**src/rtl/usr_pkg.sv**
```systemverilog
// rtl/usr_pkg.sv - shared types and constants for the universal shift register sequencer
package usr_pkg;

  typedef enum logic [1:0] {
    OP_CLEAR     = 2'b00,
    OP_LOAD      = 2'b01,
    OP_SHIFT_IN  = 2'b10,
    OP_SHIFT_OUT = 2'b11
  } op_t;

  localparam logic [1:0] SEL_HOLD  = 2'b00;
  localparam logic [1:0] SEL_RIGHT = 2'b01;
  localparam logic [1:0] SEL_LEFT  = 2'b10;
  localparam logic [1:0] SEL_LOAD  = 2'b11;

  typedef enum logic [2:0] {
    S_IDLE,
    S_CLR,
    S_LOAD,
    S_SHIN,
    S_SHOUT_LD,
    S_SHOUT
  } state_t;

  function automatic logic [1:0] shift_sel(input logic dir);
    return dir ? SEL_LEFT : SEL_RIGHT;
  endfunction

endpackage

```
**src/rtl/usr_shift_cnt.sv**
```systemverilog
// rtl/usr_shift_cnt.sv - loadable down-counter tracking remaining shift beats
module usr_shift_cnt #(
  parameter int CW = 3
) (
  input  logic          clk,
  input  logic          clr_n,
  input  logic          load,
  input  logic [CW-1:0] load_val,
  input  logic          dec,
  output logic          is_one
);

  logic [CW-1:0] cnt;

  always_ff @(posedge clk or negedge clr_n) begin
    if (!clr_n) begin
      cnt <= '0;
    end else if (load) begin
      cnt <= load_val;
    end else if (dec && (cnt != '0)) begin
      cnt <= cnt - 1'b1;
    end
  end

  assign is_one = (cnt == CW'(1));

endmodule

```
**src/rtl/usr_seq.sv**
```systemverilog
// rtl/usr_seq.sv - command sequencer driving the universal shift register pins
module usr_seq
  import usr_pkg::*;
#(
  parameter  int WIDTH = 4,
  localparam int CW    = $clog2(WIDTH + 1)
) (
  input  logic             clk,
  input  logic             clr_n,
  input  logic             cmd_valid,
  output logic             cmd_ready,
  input  logic [1:0]       cmd_op,
  input  logic             cmd_dir,
  input  logic [CW-1:0]    cmd_len,
  input  logic [WIDTH-1:0] cmd_data,
  input  logic             sin_valid,
  output logic             sin_ready,
  input  logic             sin_data,
  output logic             sout_valid,
  input  logic             sout_ready,
  output logic             sout_data,
  output logic             done,
  output logic             busy,
  output logic [1:0]       usr_sel,
  output logic             usr_si,
  output logic [WIDTH-1:0] usr_pi,
  output logic             usr_clr,
  input  logic [WIDTH-1:0] usr_po
);

  state_t           state;
  logic             dir_q;
  logic [CW-1:0]    len_q;
  logic [WIDTH-1:0] data_q;
  logic [CW-1:0]    len_clamped;
  logic             cnt_is_one;
  logic             hs;
  logic             sin_xfer;
  logic             sout_xfer;
  logic [WIDTH-1:0] out_pick;

  assign len_clamped = (cmd_len > CW'(WIDTH)) ? CW'(WIDTH) : cmd_len;
  assign cmd_ready   = clr_n && (state == S_IDLE);
  assign hs          = cmd_valid && cmd_ready;
  assign sin_xfer    = (state == S_SHIN) && sin_valid;
  assign sout_xfer   = (state == S_SHOUT) && sout_ready;
  assign busy        = (state != S_IDLE);

  usr_shift_cnt #(.CW(CW)) u_cnt (
    .clk      (clk),
    .clr_n    (clr_n),
    .load     (hs),
    .load_val (len_clamped),
    .dec      (sin_xfer || sout_xfer),
    .is_one   (cnt_is_one)
  );

  always_ff @(posedge clk or negedge clr_n) begin
    if (!clr_n) begin
      state  <= S_IDLE;
      dir_q  <= 1'b0;
      len_q  <= '0;
      data_q <= '0;
      done   <= 1'b0;
    end else begin
      done <= 1'b0;
      case (state)
        S_IDLE: begin
          if (hs) begin
            dir_q  <= cmd_dir;
            len_q  <= len_clamped;
            data_q <= cmd_data;
            case (cmd_op)
              OP_CLEAR:    state <= S_CLR;
              OP_LOAD:     state <= S_LOAD;
              OP_SHIFT_IN: begin
                if (len_clamped == '0) done <= 1'b1;
                else                   state <= S_SHIN;
              end
              default:     state <= S_SHOUT_LD;
            endcase
          end
        end
        S_CLR, S_LOAD: begin
          state <= S_IDLE;
          done  <= 1'b1;
        end
        S_SHIN: begin
          if (sin_valid && cnt_is_one) begin
            state <= S_IDLE;
            done  <= 1'b1;
          end
        end
        S_SHOUT_LD: begin
          if (len_q == '0) begin
            state <= S_IDLE;
            done  <= 1'b1;
          end else begin
            state <= S_SHOUT;
          end
        end
        S_SHOUT: begin
          if (sout_ready && cnt_is_one) begin
            state <= S_IDLE;
            done  <= 1'b1;
          end
        end
        default: state <= S_IDLE;
      endcase
    end
  end

  // Outgoing bit is the end that falls off next: MSB for left, LSB for right.
  assign out_pick = dir_q ? (WIDTH'(1) << (WIDTH - 1)) : WIDTH'(1);

  always_comb begin
    usr_sel    = SEL_HOLD;
    usr_si     = 1'b0;
    usr_pi     = '0;
    usr_clr    = 1'b0;
    sin_ready  = 1'b0;
    sout_valid = 1'b0;
    sout_data  = 1'b0;
    if (!clr_n) begin
      usr_clr = 1'b1;
    end else begin
      case (state)
        S_CLR: usr_clr = 1'b1;
        S_LOAD, S_SHOUT_LD: begin
          usr_sel = SEL_LOAD;
          usr_pi  = data_q;
        end
        S_SHIN: begin
          sin_ready = 1'b1;
          if (sin_valid) begin
            usr_sel = shift_sel(dir_q);
            usr_si  = sin_data;
          end
        end
        S_SHOUT: begin
          sout_valid = 1'b1;
          sout_data  = |(usr_po & out_pick);
          if (sout_ready) usr_sel = shift_sel(dir_q);
        end
        default: ;
      endcase
    end
  end

endmodule
```
**config.mk**
```make
export PLATFORM = sky130hd
export DESIGN_NAME = usr_seq
export DESIGN_NICKNAME = d
export VERILOG_FILES = /design/src/rtl/usr_pkg.sv /design/src/rtl/usr_shift_cnt.sv /design/src/rtl/usr_seq.sv
export SDC_FILE = /design/constraint.sdc
export NUM_CORES = 1
export LEC_CHECK = 0
export ABC_AREA = 1
export CORE_MARGIN = 2
export CORE_UTILIZATION = 50
export DETAILED_ROUTE_END_ITERATION = 16
export GPL_TIMING_DRIVEN = 0
export PLACE_DENSITY = 0.95
export SYNTH_ARGS = -nofsm -noshare
export SYNTH_HDL_FRONTEND = slang
export SYNTH_HIERARCHICAL = 1
export SYNTH_SLANG_ARGS = --single-unit
```
**constraint.sdc**
```tcl
create_clock -name clk -period 3.6 [get_ports clk]
set_clock_uncertainty 0.1 [all_clocks]
set_input_delay 0.72 -clock clk [delete_from_list [all_inputs] [get_ports clk]]
set_output_delay 0.72 -clock clk [all_outputs]
set_load 0.03 [all_outputs]
```
==> results of run 1 <==
-- cell families (layout without fill, tap and decap cells) --
family / Yosys count / count (layout)
flip-flops: 15 / 15
buffers and inverters: 41 / 76
AO/OA/AOI/OAI: 19 / 19
AND/OR/NAND/NOR: 88 / 88
adder cells (fa/ha/maj): 6 / 6
-- state kept, by name (all words and copies together), names as in the netlist --
register,count
data_q,4
len_q,3
state,3
u_cnt/cnt,3
dir_q,1
done,1
-- power groups by stage --
stage | combinational (mW) | sequential [mW] | clock, mW
after detailed placement | 0.489 | 0.286 | 0
after CTS | 0.494 | 0.282 | 0.103
after floorplan | 0.340 | 0.284 | 0
after global placement | 0.469 | 0.282 | 0
final | 0.492 | 0.284 | 0.102
after global routing | 0.553 | 0.292 | 0.110
-- final cells by class --
| class | instances | area, µm² |
|---|---|---|
| Fill cell | 187 | 663 |
| Multi-Input combinational cell | 113 | 596 |
| Sequential cell | 15 | 375 |
| Timing Repair Buffer | 31 | 312 |
| Inverter | 39 | 146 |
| Tap cell | 28 | 35.0 |
| Clock buffer | 3 | 22.5 |
| Buffer | 2 | 15.0 |
| Clock inverter | 1 | 5.00 |
-- worst paths after layout --
check                                     start                        to  depth (start not counted)
setup / recovery                          clr_n                 usr_pi[3]                          5
hold / removal                            clr_n      len_q[2]$_DFFE_PN0P_                          1
setup reg to reg           state[1]$_DFFE_PN0P_  u_cnt/cnt[2]$_DFFE_PN0P_                          9
hold reg to reg            len_q[1]$_DFFE_PN0P_      len_q[1]$_DFFE_PN0P_                          2
max in group asynchronous                 clr_n     data_q[2]$_DFFE_PN0P_                          1
min in group clk           len_q[1]$_DFFE_PN0P_      len_q[1]$_DFFE_PN0P_                          2
-- cells in the final DEF, fill, tap and decap left out, types with 3 or more instances in the layout --
master           count
nand2_1             39
inv_1               35
clkbuf_4             3
nand3_1             13
ha_1                 6
nor2_1              24
o21ai_1              3
nand2_2              3
a21oi_1              3
inv_2                4
dfrtp_1             15
clkdlybuf4s50_1     30
o21ai_0              8
-- metrics by stage --
step	TNS, ns	setup WS (ns)	power, mW	hold slack, ns
after floorplan	0	1.14	0.624	0.324
after global placement	-1.70	-0.302	0.751	0.362
after detailed placement	-2.07	-0.344	0.776	0.361
after CTS	0	0.276	0.879	0.370
after global routing	0	0.162	0.955	0.384
final	0	0.313	0.877	0.356
-- metal layers --
metal	wire length (µm)	global-route usage, %	up-vias
met5	0	0	-
met4	62	11.8	0
met3	124	2.30	6
met2	1220	40.2	37
met1	1100	24.4	477
li1	-	-	581
-- what timing repair did --
action	4_1_cts	5_1_grt
hold buffers	0	0
gates resized for setup	3	0
endpoints found under the setup margin	9	0
==> flow_summary.yaml, run 1 <==
outcome:
  status: "finished clean"
clock_network:
  clock-sinks: 15
  h-tree-depth: 1
  cts_tree: "done"
  insertion_delay_ns: 0.30
  cts_root_buffer: "clkbuf_4"
  clkTransAtPathRegs_ns: 0.09
  cts_buffer_depth: 2
  numCtsBuffers: 3
  cts_setup_buffers: 0
power:
  switching_share_pct: 46.0
  p_comb_share_pct: 56.1
  p_switching_uw: 404
  vdd_drop_max_uv: 329
  p_leak_nw: 0.809
  powerDensity_nw_per_um2: 582
  power_frac_clock_pct: 11.6
  internal_power_uw: 474
  p_seq_share_pct: 32.4
layout:
  fin_cells: 232
  fin_area_um2: 1510
  drive_above_1_share_pct: 11.3
  n_antenna_cell: 0
  fin_util_pct: 69.4
  synthToLayoutAreaGrowth_pct: 33.0
  nNetsFinal: 231
die:
  coreArea_um2: 2170
  floorplan.initialDensity_pct: 52.2
  io_pins: 34
  rows: 17
  die-area_um2: 2660
  die_y_um: 51.6
  die_w_um: 51.6
synth:
  synth_cell_types: 25
  synth_area_leaders: "dfrtp_1 33%, nand2_1 13%, inv_1 12%"
  synthMuxAreaShare_pct: 0
  synth_edf_count: 0
  synth_top_area_cell: "dfrtp_1"
  synth-compound-area-share_pct: 9.72
  yosys.area_share.simple_pct: 36.2
  syn_area_per_cell_um2: 6.70
  synthCells: 169
  synth_top_family_by_area: "simple AND/OR/NAND/NOR gates"
  synth_most_common_cell: "nand2_1"
  async_flop_share_pct: 100
  synth_area_um2: 1130
  yosysSeqAreaShare_pct: 33.1
  synth_top_area_share_pct: 33.1
  synthXorXnorAreaFrac_pct: 0
  synthAdderAreaFrac_pct: 6.63
  ys_seq_elements: 15
  synth_common_cells: "39 x nand2_1, 35 x inv_1, 24 x nor2_1"
  synth_nets: 195
  ys_warn_count: 6
  synth_ff_type: "dfrtp_1"
run:
  maxCapViolations: 0
critical_path:
  path_buf_inv: 3
  start_kind: "primary input"
  critical_path_class: "primary input to output pin"
  worstPathRequired_ns: 2.78
  crit_chain: "clkdlybuf4s15_2 -> inv_2 -> or2_4 -> nor2_1 -> clkdlybuf4s50_1"
  worstPathArrival_ns: 2.47
  crit_path_max_incr_delay_ns: 0.67
  r2r_setup_slack_ns: 1.90
  worst-path-max-fanout: 20
  endpoint_kind: "output pin"
  cp_top_family: "buffers and inverters"
  slowest_stage: "clkdlybuf4s50_1"
hold_path:
  hold_class: "primary input to async pin"
place:
  gp_congestion: 0.793
  io_buffers: 31
  dp.cells: 228
  dp_hpwl_mm: 1.96
  dpl-instance-area_um2: 1480
drt:
  vias_per_cell: 4.75
  drt_iter0_drc: 14
  drc_errors: 0
  vias: 1101
  drtAntennaViolNets: 0
  dr.pass1.iters: 4
  drt_wl_total_mm: 2.51
  wire_per_inst_um: 10.8
global_routing:
  grt_use_total_pct: 21.8
  grt_pass1_vias: 1027
  grt_max_degree: 21
  antenna_found_initial: 0
  grt_pass1_wl_mm: 4.26
  grt_overflow_total: 0
timing:
  hold_violations: 0
  fin_crit_ns: 3.29
  final-max-slew-violation-count: 0
  fin_crit_sh_pct: 91.3
  final-setup-viol-count: 0
  fmax_ghz: 0.304
  rsz0062_at_grt: "no"
  tightest_slew_ns: 0.482
  relSlewSlack_pct: 67.9
Power figures use the tool's default switching activity.
==> run 2: changes to the inputs <==
CORE_UTILIZATION = 46   (was 50)
PLACE_DENSITY = 0.89   (was 0.95)
clock period = 3.31 ns   (was 3.6 ns; I/O delays follow)
==> run 2 against run 1 <==
  * Non-clock buffer count is the same
  * Sequential cell count unchanged
  * Combinational power increased by 4.9%
  * Setup slack got worse by 0.022 ns
  * Final cell count did not move
  * Core utilization is 3.6 points lower
==> flow_summary.yaml, run 2 (synthesis results as in run 1) <==
outcome:
  status: "finished clean"
power:
  fin_total_pwr_uw: 926
  power_frac_clock_pct: 11.5
  powerDensity_nw_per_um2: 618
  p_comb_share_pct: 55.7
  vdd_drop_max_uv: 396
  switching_share_pct: 44.4
  p_leak_nw: 0.805
  p_seq_share_pct: 32.9
  internal_power_uw: 515
  p_switching_uw: 412
die:
  die_y_um: 53.6
  die_w_um: 53.6
  rows: 17
  io_pins: 34
  coreArea_um2: 2280
  die-area_um2: 2870
  floorplan.initialDensity_pct: 49.8
critical_path:
  crit_chain: "buf_2 -> inv_2 -> or2_4 -> nor2_1 -> clkdlybuf4s50_1"
  crit_start: "clr_n"
  r2r-end: "u_cnt/cnt[2]$_DFFE_PN0P_"
  rr_worst_depth: 9
  r2r_setup_slack_ns: 1.64
  crit_path_max_incr_delay_ns: 0.67
  worst-path-max-fanout: 20
  endpoint_kind: "output pin"
  worstPathRequired_ns: 2.55
  worstPathArrival_ns: 2.26
  start_kind: "primary input"
  cp_top_family: "buffers and inverters"
  slowest_stage: "clkdlybuf4s50_1"
  path_buf_inv: 3
  critical_path_class: "primary input to output pin"
  worstReg2RegStart: "state[0]$_DFFE_PN0P_"
global_routing:
  grt_use_total_pct: 18.5
  grt_pass1_vias: 932
  antenna_found_initial: 0
  grt_overflow_total: 0
  grt_pass1_wl_mm: 3.80
  grt_max_degree: 21
place:
  io_buffers: 31
  place_ws_ns: -0.529
  dpl-instance-area_um2: 1480
  dp_hpwl_mm: 1.77
  gp_congestion: 0.820
  dp.cells: 228
layout:
  drive_above_1_share_pct: 10.8
  fin_util_pct: 65.9
  layout_commonest_cell: "nand2_1"
  nNetsFinal: 231
  fin_cells: 232
  fin_area_um2: 1500
  n_antenna_cell: 0
  top_register: "data_q"
  synthToLayoutAreaGrowth_pct: 32.4
  largest_reg_flops: 4
  layout_common_cells: "39 x nand2_1, 35 x inv_1, 30 x clkdlybuf4s50_1, 24 x nor2_1, 15 x dfrtp_1"
timing:
  finalWorstSetupSlack_ns: 0.291
  rsz0062_at_grt: "no"
  final-setup-viol-count: 0
  final-max-slew-violation-count: 0
  tightest_slew_ns: 0.430
  relSlewSlack_pct: 71.3
  fin_crit_ns: 3.02
  timing.hold.ws_ns: 0.201
  fmax_ghz: 0.331
  fin_crit_sh_pct: 91.2
  hold_violations: 0
  setup_tns_ns: 0
clock_network:
  clock-sinks: 15
  h-tree-depth: 1
  numCtsBuffers: 3
  postCtsHoldBufs: 0
  cts_buffer_depth: 2
  cts_root_buffer: "clkbuf_4"
  clkTransAtPathRegs_ns: 0.09
  cts_setup_buffers: 0
  cts_tree: "done"
  insertion_delay_ns: 0.28
drt:
  wire_per_inst_um: 9.50
  dr.pass1.iters: 4
  drt_wl_total_mm: 2.21
  vias: 1098
  vias_per_cell: 4.73
  drt_iter0_drc: 28
  drc_errors: 0
  drtAntennaViolNets: 0
hold_path:
  hold_class: "primary input to async pin"
run:
  maxCapViolations: 0
## run 2: changes by cell type in the layout (fill, tap and decap cells not counted)
cell	before	now
buf_2	0	1
clkbuf_1	1	2
clkdlybuf4s15_2	1	0
clkinv_2	1	0
## run 2: area by class of cell
class	count	area (µm²)
Buffer	2	15.0
Inverter	39	146
Tap cell	28	35.0
Clock buffer	4	26.3
Fill cell	208	777
Timing Repair Buffer	31	305
Sequential cell	15	375
Multi-Input combinational cell	113	596
## run 2: power by group through the flow
| stage | Combinational (mW) | Clock, mW | Sequential (mW) |
|---|---|---|---|
| 3_5_place_dp | 0.520 | 0 | 0.308 |
| 6_report | 0.516 | 0.106 | 0.305 |
| 3_3_place_gp | 0.511 | 0 | 0.305 |
| 5_1_grt | 0.582 | 0.118 | 0.312 |
| 2_1_floorplan | 0.370 | 0 | 0.309 |
| 4_1_cts | 0.524 | 0.108 | 0.305 |
## run 2: worst max-delay path by stage
stage           endpoint  slack (ns)  cells after the start
2_1_floorplan     usr_si        0.96                      3
3_3_place_gp   usr_pi[3]       -0.50                      5
3_5_place_dp   usr_pi[3]       -0.53                      5
4_1_cts        usr_pi[3]        0.10                      5
5_1_grt        usr_pi[2]        0.10                      5
6_report       usr_pi[3]        0.29                      5
## run 2: repair_timing
item / CTS / global route
endpoints found under the setup margin: 12 / 4
gates resized for setup: 3 / 2
gates cloned: 0 / 0
## run 2: routing by layer
| metal | up-vias | track usage (%) | part of all wire [%] |
|---|---|---|---|
| li1 | 577 | - | - |
| met1 | 477 | 22.9 | 45 |
| met2 | 38 | 30.0 | 44 |
| met3 | 6 | 3.06 | 7.2 |
| met4 | 0 | 11.5 | 2.8 |
| met5 | - | 0 | 0 |
## run 2: worst reg2reg max path, cell delays in order (launching register included)
cell     delay [ns]
dfrtp_1        0.46
nor2_4         0.14
nand2_4        0.09
nor3_4         0.28
buf_6          0.22
inv_2          0.07
nand3_1        0.08
nand2_1        0.05
nand2_1        0.05
nand2_1        0.04
==> run 3: changes to the inputs <==
CTS_BUF_LIST = sky130_fd_sc_hd__clkbuf_8 sky130_fd_sc_hd__clkbuf_16   (was not set)
==> run 3 against run 2 <==
  * Total power up 4.0%
  * Hold slack improved by 0.042 ns
  * Final cell count is the same
  * Sequential cell count is the same
  * Critical path type unchanged
  * Largest cell class unchanged
==> flow_summary.yaml, run 3 (synthesis results as in run 1) <==
layout:
  n_antenna_cell: 0
  n_fill_cell: 201
  seq_area_um2: 375
  largest_reg_flops: 4
  fin_util_pct: 66.7
  multiInputGateArea_um2: 596
  top_register: "data_q"
  nNetsFinal: 231
  layout_commonest_cell: "nand2_1"
  drive_above_1_share_pct: 10.8
  layout_common_cells: "39 x nand2_1, 36 x inv_1, 30 x clkdlybuf4s50_1, 24 x nor2_1, 15 x dfrtp_1"
  synthToLayoutAreaGrowth_pct: 34.0
drt:
  drt_iter0_drc: 30
  vias_per_cell: 4.72
  dr.pass1.iters: 4
  drt_wl_total_mm: 2.19
  wire_per_inst_um: 9.43
  vias: 1095
  drtAntennaViolNets: 0
  drc_errors: 0
power:
  powerDensity_nw_per_um2: 635
  p_switching_uw: 413
  p_comb_share_pct: 53.3
  p_leak_nw: 0.817
  internal_power_uw: 551
  switching_share_pct: 42.9
  vdd_drop_max_uv: 399
  p_seq_share_pct: 31.6
  power_frac_clock_pct: 15.0
die:
  die_y_um: 53.6
  coreArea_um2: 2280
  rows: 17
  die-area_um2: 2870
  floorplan.initialDensity_pct: 49.8
  io_pins: 34
  die_w_um: 53.6
critical_path:
  crit_chain: "buf_2 -> inv_2 -> or2_4 -> nor2_1 -> clkdlybuf4s50_1"
  slowest_stage: "clkdlybuf4s50_1"
  start_kind: "primary input"
  worstPathArrival_ns: 2.26
  cp.depth: 5
  critical_path_class: "primary input to output pin"
  crit_path_max_incr_delay_ns: 0.67
  worstPathRequired_ns: 2.55
  path_buf_inv: 3
  rr_worst_depth: 9
  worst-path-max-fanout: 20
  cp_top_family: "buffers and inverters"
  endpoint_kind: "output pin"
clock_network:
  cts_setup_buffers: 0
  insertion_delay_ns: 0.25
  clkTransAtPathRegs_ns: 0.06
  clock-sinks: 15
  cts_root_buffer: "clkbuf_8"
  numCtsBuffers: 3
  cts_tree: "done"
  cts_buffer_depth: 2
  h-tree-depth: 1
global_routing:
  grt_max_degree: 21
  grt_pass1_vias: 929
  antenna_found_initial: 0
  grt_use_total_pct: 18.4
  grt_pass1_wl_mm: 3.77
  grt_overflow_total: 0
place:
  io_buffers: 31
  place_ws_ns: -0.529
  dp_hpwl_mm: 1.77
  gp_congestion: 0.820
hold_path:
  hold_class: "primary input to async pin"
timing:
  final-max-slew-violation-count: 0
  fin_crit_sh_pct: 91.2
  fin_crit_ns: 3.02
  rsz0062_at_grt: "no"
  fmax_ghz: 0.331
  relSlewSlack_pct: 71.4
  final-setup-viol-count: 0
  finalWorstSetupSlack_ns: 0.293
  hold_violations: 0
  timing.hold.ws_ns: 0.243
  tightest_slew_ns: 0.430
outcome:
  status: "finished clean"
run:
  maxCapViolations: 0
[run 3: changes by cell type in the layout (fill, tap and decap cells not counted)]
cell / change
clkbuf_8: +3
clkbuf_4: -3
clkbuf_1: -1
inv_1: +1
[run 3: cell type report]
type | instances | share of cell area, %
Clock buffer | 3 | 2.72
Tap cell | 28 | 2.31
Sequential cell | 15 | 24.7
Multi-Input combinational cell | 113 | 39.2
Timing Repair Buffer | 31 | 20.1
Clock inverter | 1 | 0.247
Inverter | 39 | 9.65
Buffer | 2 | 0.989
[run 3: per-layer routing]
metal	track usage, %	vias up	share of wire [%]
met1	22.9	476	47
li1	-	577	-
met2	29.6	35	43
met3	2.22	7	6.5
met4	12.8	0	3.5
met5	0	-	0
[run 3: power by group through the flow]
stage          logic, mW  registers (mW)  clock network [mW]
3_3_place_gp       0.511           0.305                   0
5_1_grt            0.582           0.312               0.159
6_report           0.514           0.305               0.145
4_1_cts            0.523           0.305               0.150
3_5_place_dp       0.520           0.308                   0
2_1_floorplan      0.370           0.309                   0
[run 3: path summary, 6_finish.rpt]
| check | start | endpoint | slack [ns] |
|---|---|---|---|
| max in group asynchronous | clr_n | len_q[0]$_DFFE_PN0P_ | 2.56 |
| min in group clk | len_q[1]$_DFFE_PN0P_ | len_q[1]$_DFFE_PN0P_ | 0.38 |
| max | clr_n | usr_pi[3] | 0.29 |
| min | clr_n | state[1]$_DFFE_PN0P_ | 0.24 |
| min reg2reg | len_q[1]$_DFFE_PN0P_ | len_q[1]$_DFFE_PN0P_ | 0.38 |
| max reg2reg | state[0]$_DFFE_PN0P_ | u_cnt/cnt[2]$_DFFE_PN0P_ | 1.64 |
[run 3: repair_timing]
item,CTS,global route
endpoints found under the setup margin,12,4
hold buffers,0,0
gates resized for setup,3,2
[run 3: stage by stage]
| step | cells | total power [mW] | TNS (ns) | cell area (µm²) |
|---|---|---|---|---|
| floorplan | 169 | 0.679 | 0 | 1130 |
| global placement | 228 | 0.817 | -3.58 | 1480 |
| detailed placement | 228 | 0.828 | -3.89 | 1480 |
| CTS | 232 | 0.978 | 0 | 1520 |
| global route | 232 | 1.05 | 0 | 1520 |
| finish | 232 | 0.964 | 0 | 1520 |
